## src/rtl/shift_reg_univ.sv

```systemverilog
// Universal shift register: hold, shift right, shift left, parallel load.
// Tracks serial shifts in a frame counter that wraps after WIDTH shifts and
// emits a registered one-cycle frame_done pulse when a frame completes.
module shift_reg_univ #(
    parameter int WIDTH = 4,
    parameter int CW    = $clog2(WIDTH + 1)
) (
    input  logic             clk,
    input  logic             reset,
    input  logic             en,
    input  logic [1:0]       mode,
    input  logic             si_r,
    input  logic             si_l,
    input  logic [WIDTH-1:0] pdata,
    output logic             so_r,
    output logic             so_l,
    output logic [WIDTH-1:0] q,
    output logic [CW-1:0]    count,
    output logic             full,
    output logic             frame_done
);

    localparam logic [1:0]    MODE_HOLD  = 2'b00;
    localparam logic [1:0]    MODE_RIGHT = 2'b01;
    localparam logic [1:0]    MODE_LEFT  = 2'b10;
    localparam logic [1:0]    MODE_LOAD  = 2'b11;

    // Count value at which a frame is complete, and the one just before it.
    localparam logic [CW-1:0] CNT_MAX  = CW'(WIDTH);
    localparam logic [CW-1:0] CNT_LAST = CW'(WIDTH - 1);

    logic is_shift;

    // A shift is either direction with the block enabled; both advance the frame.
    assign is_shift = en && ((mode == MODE_RIGHT) || (mode == MODE_LEFT));

    // Register, frame counter and completion pulse all live in one process.
    always_ff @(posedge clk) begin
        if (reset) begin
            q          <= '0;
            count      <= '0;
            frame_done <= 1'b0;
        end else begin
            frame_done <= 1'b0;
            if (en) begin
                case (mode)
                    MODE_RIGHT: q <= {si_r, q[WIDTH-1:1]};
                    MODE_LEFT:  q <= {q[WIDTH-2:0], si_l};
                    MODE_LOAD:  q <= pdata;
                    MODE_HOLD:  q <= q;
                    default:    q <= q;
                endcase
            end
            if (is_shift) begin
                // A shift on a full count starts the next frame at 1.
                if (count == CNT_MAX) begin
                    count <= CW'(1);
                end else begin
                    count <= count + CW'(1);
                end
                frame_done <= (count == CNT_LAST);
            end else if (en && (mode == MODE_LOAD)) begin
                count <= '0;
            end
        end
    end

    // Serial outputs and full flag are pure decodes of registered state.
    assign so_r = q[0];
    assign so_l = q[WIDTH-1];
    assign full = (count == CNT_MAX);

endmodule

```

## config.mk

```make
export PLATFORM = sky130hd
export DESIGN_NAME = shift_reg_univ
export DESIGN_NICKNAME = d
export VERILOG_FILES = /design/src/rtl/shift_reg_univ.sv
export SDC_FILE = /design/constraint.sdc
export NUM_CORES = 1
export LEC_CHECK = 0
export CAP_MARGIN = 20
export CORE_AREA = 2 2 39 41
export CTS_CLUSTER_DIAMETER = 50
export CTS_CLUSTER_SIZE = 28
export DETAILED_ROUTE_END_ITERATION = 8
export DIE_AREA = 0 0 41 43
export PLACE_DENSITY = 0.71
export SLEW_MARGIN = 10
export SYNTH_ARGS = -nofsm -noshare
export SYNTH_HDL_FRONTEND = slang
export SYNTH_SLANG_ARGS = --single-unit
```

## constraint.sdc

```tcl
create_clock -name clk -period 3.05 [get_ports clk]
set_input_delay 0.7625 -clock clk [delete_from_list [all_inputs] [get_ports clk]]
set_output_delay 0.7625 -clock clk [all_outputs]
set_load 0.01 [all_outputs]
```

==> results of run 1 <==
## through the flow
| step | std cells | setup WS [ps] | utilization [%] |
|---|---|---|---|
| 3_3_place_gp | 89 | 825 | 48.9 |
| 4_1_cts | 92 | 689 | 50.5 |
| 3_5_place_dp | 89 | 749 | 48.9 |
| 2_1_floorplan | 56 | 1380 | - |
| 5_1_grt | 92 | 621 | 50.5 |
| 6_report | 92 | 698 | 50.5 |
## routing by layer
metal	up-vias	global-route usage (%)
met4	0	10.0
li1	237	-
met2	16	15.9
met5	-	0
met1	194	19.2
met3	2	0
## cell type report
type,count,area [sq um]
Timing Repair Buffer,21,210
Fill cell,121,684
Sequential cell,8,160
Inverter,5,18.8
Multi-Input combinational cell,39,268
Clock buffer,3,22.5
Tap cell,16,20.0
## state kept, by name, summed over array words and instances (netlist names)
name and count:
q 4, frame_done 1, count 3
## critical path, stage by stage (launching register included)
cell	delay, ps
dfxtp_1	400
inv_1	90
ha_1	210
and2_1	170
clkdlybuf4s50_1	470
## where the power goes
part / switching [mW] / internal (mW) / leakage (nW)
Sequential: 0.00584 / 0.110 / 0.0655
Clock: 0.0379 / 0.0452 / 0.0138
Combinational: 0.0263 / 0.0354 / 0.191
## cell families (layout without fill, tap and decap cells)
logic type / count (synthesis) / in the layout / synth area share, %
buf+inv: 9 / 29 / 10.2
simple gates: 20 / 20 / 20.5
compound gates: 13 / 13 / 19.9
flops: 8 / 8 / 33.6
fa+ha+maj: 6 / 6 / 15.7
## layout by cell type (no fill, tap or decap), drive strengths merged, types with 2 or more instances in the layout
| cell | count |
|---|---|
| a22oi | 4 |
| a311oi | 4 |
| clkbuf | 3 |
| clkdlybuf4s50 | 21 |
| dfxtp | 8 |
| ha | 6 |
| inv | 5 |
| nand2 | 6 |
| nand3 | 2 |
| nor2 | 6 |
| nor2b | 3 |
| o21ai | 2 |
## cell usage after synthesis
cell and instances:
a21oi_1 1, a22oi_1 4, a311oi_1 4, a31oi_1 1
a32oi_1 1, and2_1 1, and2b_1 1, and4b_1 1
buf_4 2, buf_6 1, clkbuf_1 1, dfxtp_1 8
ha_1 6, inv_1 5, nand2_1 6, nand3_1 2
nor2_1 6, nor2b_1 3, o21ai_0 2
## worst max path at each step
stage                to  slack, ps  depth (start not counted)
5_1_grt            full        620                          4
3_5_place_dp   count[0]        750                          6
3_3_place_gp   count[0]        820                          6
2_1_floorplan  count[0]       1380                          5
6_report           full        700                          4
4_1_cts            full        690                          4
==> reports/qor.csv, run 1 <==
stage,metric,value,unit
outcome,run status,"complete, no violations",
min_path,hold_sp,q[2],
setup_path,Setup CP Type,reg -> out,
synth,Post-Synthesis Cells,56,
setup_path,Arrival @ worst endpoint,1590,ps
grt,initial antenna violation count,0,
route,met3 wire length,55,um
setup_path,launch point of the worst path,count[0],
route,vias per cell,4.88,
layout,fin nets,95,
sta,Tmin final,2350,ps
route,via count,449,
sta,Final Hold Fails,0,
sta,fmax,425,MHz
synth,cell area after synthesis,477,sq um
grt,number of global-route vias before repair,388,
sta,"Period Utilization, post-route",77.1,%
setup_path,reg2reg path depth,5,
route,router iterations before antenna repair,4,
clock_network,post-cts sizing count,0,
power_and_ir_drop,power density over the cells,373,nW/um^2
layout,Area growth syn-to-layout,46.7,%
synth,ranking of synthesized cells by area,"dfxtp_1 34%, ha_1 16%, a311oi_1 7.3%",
setup_path,Worst EP required,2290,ps
min_path,Hold Crit Depth,2,
clock_network,clk_lat worst skew,250,ps
clock_network,Post-CTS Hold Fix Bufs,0,
grt,Global Route Usage Sum,12.6,%
synth,top-area cell type share of the netlist area,33.6,%
floorplan,# IOs,22,
power_and_ir_drop,Leak,0.270,nW
synth,post-synthesis net count,73,
placed_design,RePlAce Congestion,0.802,
clock_network,CTS H-tree depth,1,
floorplan,Die Span Y,43,um
floorplan,Die X,41,um
floorplan,die area,1760,sq um
layout,Finished Cell Area,699,sq um
clock_network,CTS max path bufs,2,
route,post-DR wirelength/cell,11.0,um
power_and_ir_drop,worst vdd ir,0.149,mV
setup_path,RR Endpoint,count[2],
synth,"area leader, netlist",dfxtp_1,
min_path,Hold Path Sink,q[1],
setup_path,FF-to-FF Start,count[0],
synth,Unique masters post-synth,19,
clock_network,Clock Sinks,8,
floorplan,core area,1380,sq um
grt,pin count of the biggest net entering global routing,9,
floorplan,Starting Density,34.4,%
clock_network,TritonCTS buffer count,3,
flow_run,max cap viols,0,
sta,Max Slew Vio Count,0,
route,total routed wirelength,1.01,mm
setup_path,crit path max fanout,5,
sta,worst slew pin tran,320,ps
route,Final ANT Viol Nets,0,
min_path,Hold Path Class,reg -> reg,
clock_network,CTS root buf,clkbuf_4,
route,DRC violations left,0,
setup_path,nature of the critical path startpoint,flip-flop,
route,wire length on met2,469,um
sta,unrepaired setup endpoints after global routing,no,
sta,Max Clock Skew,0.211,ps
sta,slew margin rel.,78.4,%
route,M1 WL,473,um
setup_path,CP endpoint kind,output pin,
grt,Overflow after GRT,0,
route,initial drt markers,22,
grt,first-pass GRT wire length,1.52,mm
placed_design,DPL Wire Length,788,um
synth,synthesized area per cell,8.51,sq um
sta,# setup viols final,0,
route,max layer used,met4,
synth,Ys Warns,0,
placed_design,Placed Instance Area,677,sq um
synth,number of synthesized register bits,8,
placed_design,Port Buffers,21,
floorplan,FP Rows,14,
sta,Hold WS,521,ps
clock_network,"Reg clk slew, reported paths",60,ps
clock_network,CTS tree,built,
layout,n_diodes,0,
synth,"Seq/Total Area, Yosys",33.6,%
layout,share of cells above drive strength 1,3.95,%
power_and_ir_drop,Design Power,0.261,mW
sta,post-route setup TNS,0,ps
clock_network,setup bufs post-CTS,0,
setup_path,"reg-to-reg slack, setup",1800,ps
Power figures use the tool's default switching activity.
==> inputs of run 2 (changes only) <==
--- a/config.mk
+++ b/config.mk
@@ -6,12 +6,12 @@
 export NUM_CORES = 1
 export LEC_CHECK = 0
 export CAP_MARGIN = 20
-export CORE_AREA = 2 2 39 41
+export CORE_MARGIN = 2
+export CORE_UTILIZATION = 35
 export CTS_CLUSTER_DIAMETER = 50
 export CTS_CLUSTER_SIZE = 28
 export DETAILED_ROUTE_END_ITERATION = 8
-export DIE_AREA = 0 0 41 43
-export PLACE_DENSITY = 0.71
+export PLACE_DENSITY = 0.72
 export SLEW_MARGIN = 10
 export SYNTH_ARGS = -nofsm -noshare
 export SYNTH_HDL_FRONTEND = slang
==> constraint.sdc (replaced) <==
create_clock -name clk -period 2.1 [get_ports clk]
set_input_delay 0.525 -clock clk [delete_from_list [all_inputs] [get_ports clk]]
set_output_delay 0.525 -clock clk [all_outputs]
set_load 0.01 [all_outputs]
==> run 2 against run 1 <==
Compared with the run above:
- wire length rose by 5.4%
- clock power up 43%
- cell count increased by 2.2%
- largest cell class unchanged
- clock skew is essentially flat
- sequential share of layout area decreased by 0.62 points
- critical path type is now in -> reg
- setup slack worse by 350 ps
- utilization up 5.8 points
==> reports/qor.csv, run 2 (synthesis gave the netlist of run 1 again) <==
stage,metric,value,unit,change
floorplan,die area,1670,sq um,was 1760 sq um
sta,Hold WS,506,ps,was 521 ps
clock_network,clk_lat worst skew,250,ps,about the same
clock_network,CTS H-tree depth,1,,unchanged
power_and_ir_drop,worst vdd ir,0.276,mV,was 0.149 mV
layout,most flop-heavy register,q,,unchanged
power_and_ir_drop,Comb power frac,24.6,%,was 23.6%
clock_network,"Reg clk slew, reported paths",50,ps,was 60 ps
setup_path,CP endpoint kind,flip-flop,,was output pin
sta,"Period Utilization, post-route",83.5,%,
grt,Global Route Usage Sum,14.7,%,was 12.6%
clock_network,CTS max path bufs,2,,unchanged
sta,unrepaired setup endpoints after global routing,no,,unchanged
setup_path,launch point of the worst path,mode[0],,was count[0]
sta,# setup viols final,0,,unchanged
route,router iterations before antenna repair,4,,unchanged
power_and_ir_drop,power share of the clock group,31.1,%,was 31.8%
layout,area of the multi-input gates,268,sq um,unchanged
clock_network,Clock Sinks,8,,unchanged
setup_path,FF-to-FF Start,count[0],,unchanged
sta,Tmin final,1750,ps,
grt,initial antenna violation count,0,,unchanged
clock_network,CTS tree,built,,unchanged
sta,fmax,570,MHz,
route,post-DR wirelength/cell,11.4,um,was 11.0 um
setup_path,CP Capture Point,count[0],,was full
sta,worst slew pin tran,344,ps,was 320 ps
setup_path,Arrival @ worst endpoint,1920,ps,was 1590 ps
setup_path,Worst EP required,2270,ps,was 2290 ps
layout,n_diodes,0,,unchanged
grt,Overflow after GRT,0,,unchanged
floorplan,Die X,40.9,um,was 41 um
power_and_ir_drop,power density over the cells,529,nW/um^2,was 373 nW/um^2
power_and_ir_drop,internal power,0.281,mW,was 0.191 mW
floorplan,FP Rows,13,,was 14
setup_path,reg2reg path depth,5,,unchanged
layout,Area growth syn-to-layout,52.0,%,was 46.7%
setup_path,"reg-to-reg slack, setup",920,ps,was 1800 ps
layout,share of cells above drive strength 1,8.86,%,was 3.95%
floorplan,core area,1280,sq um,was 1380 sq um
power_and_ir_drop,Leak,0.305,nW,was 0.270 nW
route,via count,480,,was 449
route,vias per cell,5.11,,was 4.88
route,Final ANT Viol Nets,0,,unchanged
setup_path,Setup CP Type,in -> reg,,was reg -> out
sta,Max Slew Vio Count,0,,unchanged
power_and_ir_drop,switching pwr,0.102,mW,was 0.0701 mW
layout,fin nets,98,,was 95
route,total routed wirelength,1.07,mm,was 1.01 mm
floorplan,# IOs,22,,unchanged
layout,largest registers,"q (4), count (3), frame_done (1)",,unchanged
placed_design,DPL Wire Length,833,um,was 788 um
power_and_ir_drop,share of power burned in registers,44.3,%,was 44.5%
min_path,Hold Path Class,reg -> reg,,unchanged
route,initial drt markers,15,,was 22
layout,"commonest non-fill, non-tap cell in the layout",clkdlybuf4s50_1,,unchanged
setup_path,crit path max fanout,3,,was 5
layout,Seq. cell area,161,sq um,was 160 sq um
setup_path,CP max stage delay,480,ps,was 470 ps
floorplan,Die Span Y,40.9,um,was 43 um
sta,post-route setup TNS,0,ps,unchanged
grt,number of global-route vias before repair,382,,was 388
outcome,run status,"complete, no violations",,unchanged
route,DRC violations left,0,,unchanged
floorplan,Starting Density,37.1,%,was 34.4%
sta,Max Clock Skew,0.336,ps,was 0.211 ps
grt,first-pass GRT wire length,1.57,mm,was 1.52 mm
layout,Fill cells,133,,was 121
placed_design,Port Buffers,21,,unchanged
setup_path,CP Cell Sequence,clkdlybuf4s50_1 -> inv_1 -> ha_1 -> o21ai_0 -> nand2_1 -> a31oi_1,,was inv_1 -> ha_1 -> and2_1 -> clkdlybuf4s50_1
setup_path,nature of the critical path startpoint,input port,,was flip-flop
sta,slew margin rel.,76.9,%,was 78.4%
power_and_ir_drop,Sw Ratio,26.6,%,was 26.8%
sta,Final Hold Fails,0,,unchanged
clock_network,TritonCTS buffer count,3,,unchanged
clock_network,CTS root buf,clkbuf_4,,unchanged
layout,most frequent cells in the layout,"20 x clkdlybuf4s50_1, 7 x dfxtp_1, 6 x nor2_1, 6 x nand2_1, 6 x ha_1",,"was 21 x clkdlybuf4s50_1, 8 x dfxtp_1, 6 x nor2_1, 6 x nand2_1, 6 x ha_1"
placed_design,RePlAce Congestion,0.741,,was 0.802
flow_run,max cap viols,0,,unchanged
grt,pin count of the biggest net entering global routing,9,,unchanged
setup_path,Slowest cell on crit path,clkdlybuf4s50_1,,unchanged
layout,max reg flops,4,,unchanged
setup_path,RR Endpoint,count[2],,unchanged
==> run 2: power by group through the flow <==
stage                     clock (mW)  sequential (mW)  combinational (mW)
after global routing           0.132            0.171               0.105
after global placement             0            0.172              0.0928
after floorplan                    0            0.175              0.0430
final                          0.119            0.170              0.0943
after detailed placement           0            0.173              0.0941
after CTS                      0.123            0.170              0.0945
==> run 2: critical path, delay by kind of cell <==
kind / cells / cell delay (ps)
adders and majority gates: 1 / 300
AOI/OAI and AO/OA: 2 / 470
buffers and inverters: 2 / 540
and+or+nand+nor: 1 / 90
==> run 2: repair_timing <==
action | CTS | global route
gates resized for setup | 1 | 1
setup endpoints to repair | 1 | 1
pin swaps | 0 | 0
cloned | 0 | 0
hold buffers | 0 | 0
setup buffers | 0 | 0
==> run 2: final cells by class <==
class | instances | share of cell area [%]
clock buffers | 3 | 3.11
multi-input cells | 39 | 37.0
well taps | 15 | 2.59
repair buffers | 24 | 32.5
inverters | 5 | 2.59
flip-flops and latches | 8 | 22.3
==> run 2: metal layers <==
layer | GRT usage, % | vias up | part of all wire (%)
li1 | - | 242 | -
met1 | 17.9 | 216 | 47
met2 | 22.7 | 22 | 46
met3 | 4.89 | 0 | 6.9
met4 | 7.50 | 0 | 0
met5 | 0 | - | 0
==> run 2: worst min-delay path by stage <==
stage,startpoint,to,slack (ps),cells after the start
6_report,count[0],count[0],510,2
5_1_grt,count[0],count[0],540,2
4_1_cts,count[0],count[0],510,2
3_5_place_dp,count[2],count[2],510,2
3_3_place_gp,q[2],q[1],500,2
2_1_floorplan,count[2],count[2],520,2
==> run 2: through the flow <==
| step | util [%] | cell area (sq um) | total power [mW] | instances | worst slack (ps) |
|---|---|---|---|---|---|
| finish | 56.4 | 724 | 0.384 | 94 | 347 |
| global route | 56.4 | 724 | 0.408 | 94 | 234 |
| CTS | 56.2 | 722 | 0.387 | 94 | 50.4 |
| detailed placement | 54.3 | 698 | 0.267 | 91 | 90.6 |
| global placement | 54.3 | 698 | 0.265 | 91 | 102 |
| floorplan | - | 477 | 0.218 | 56 | 667 |
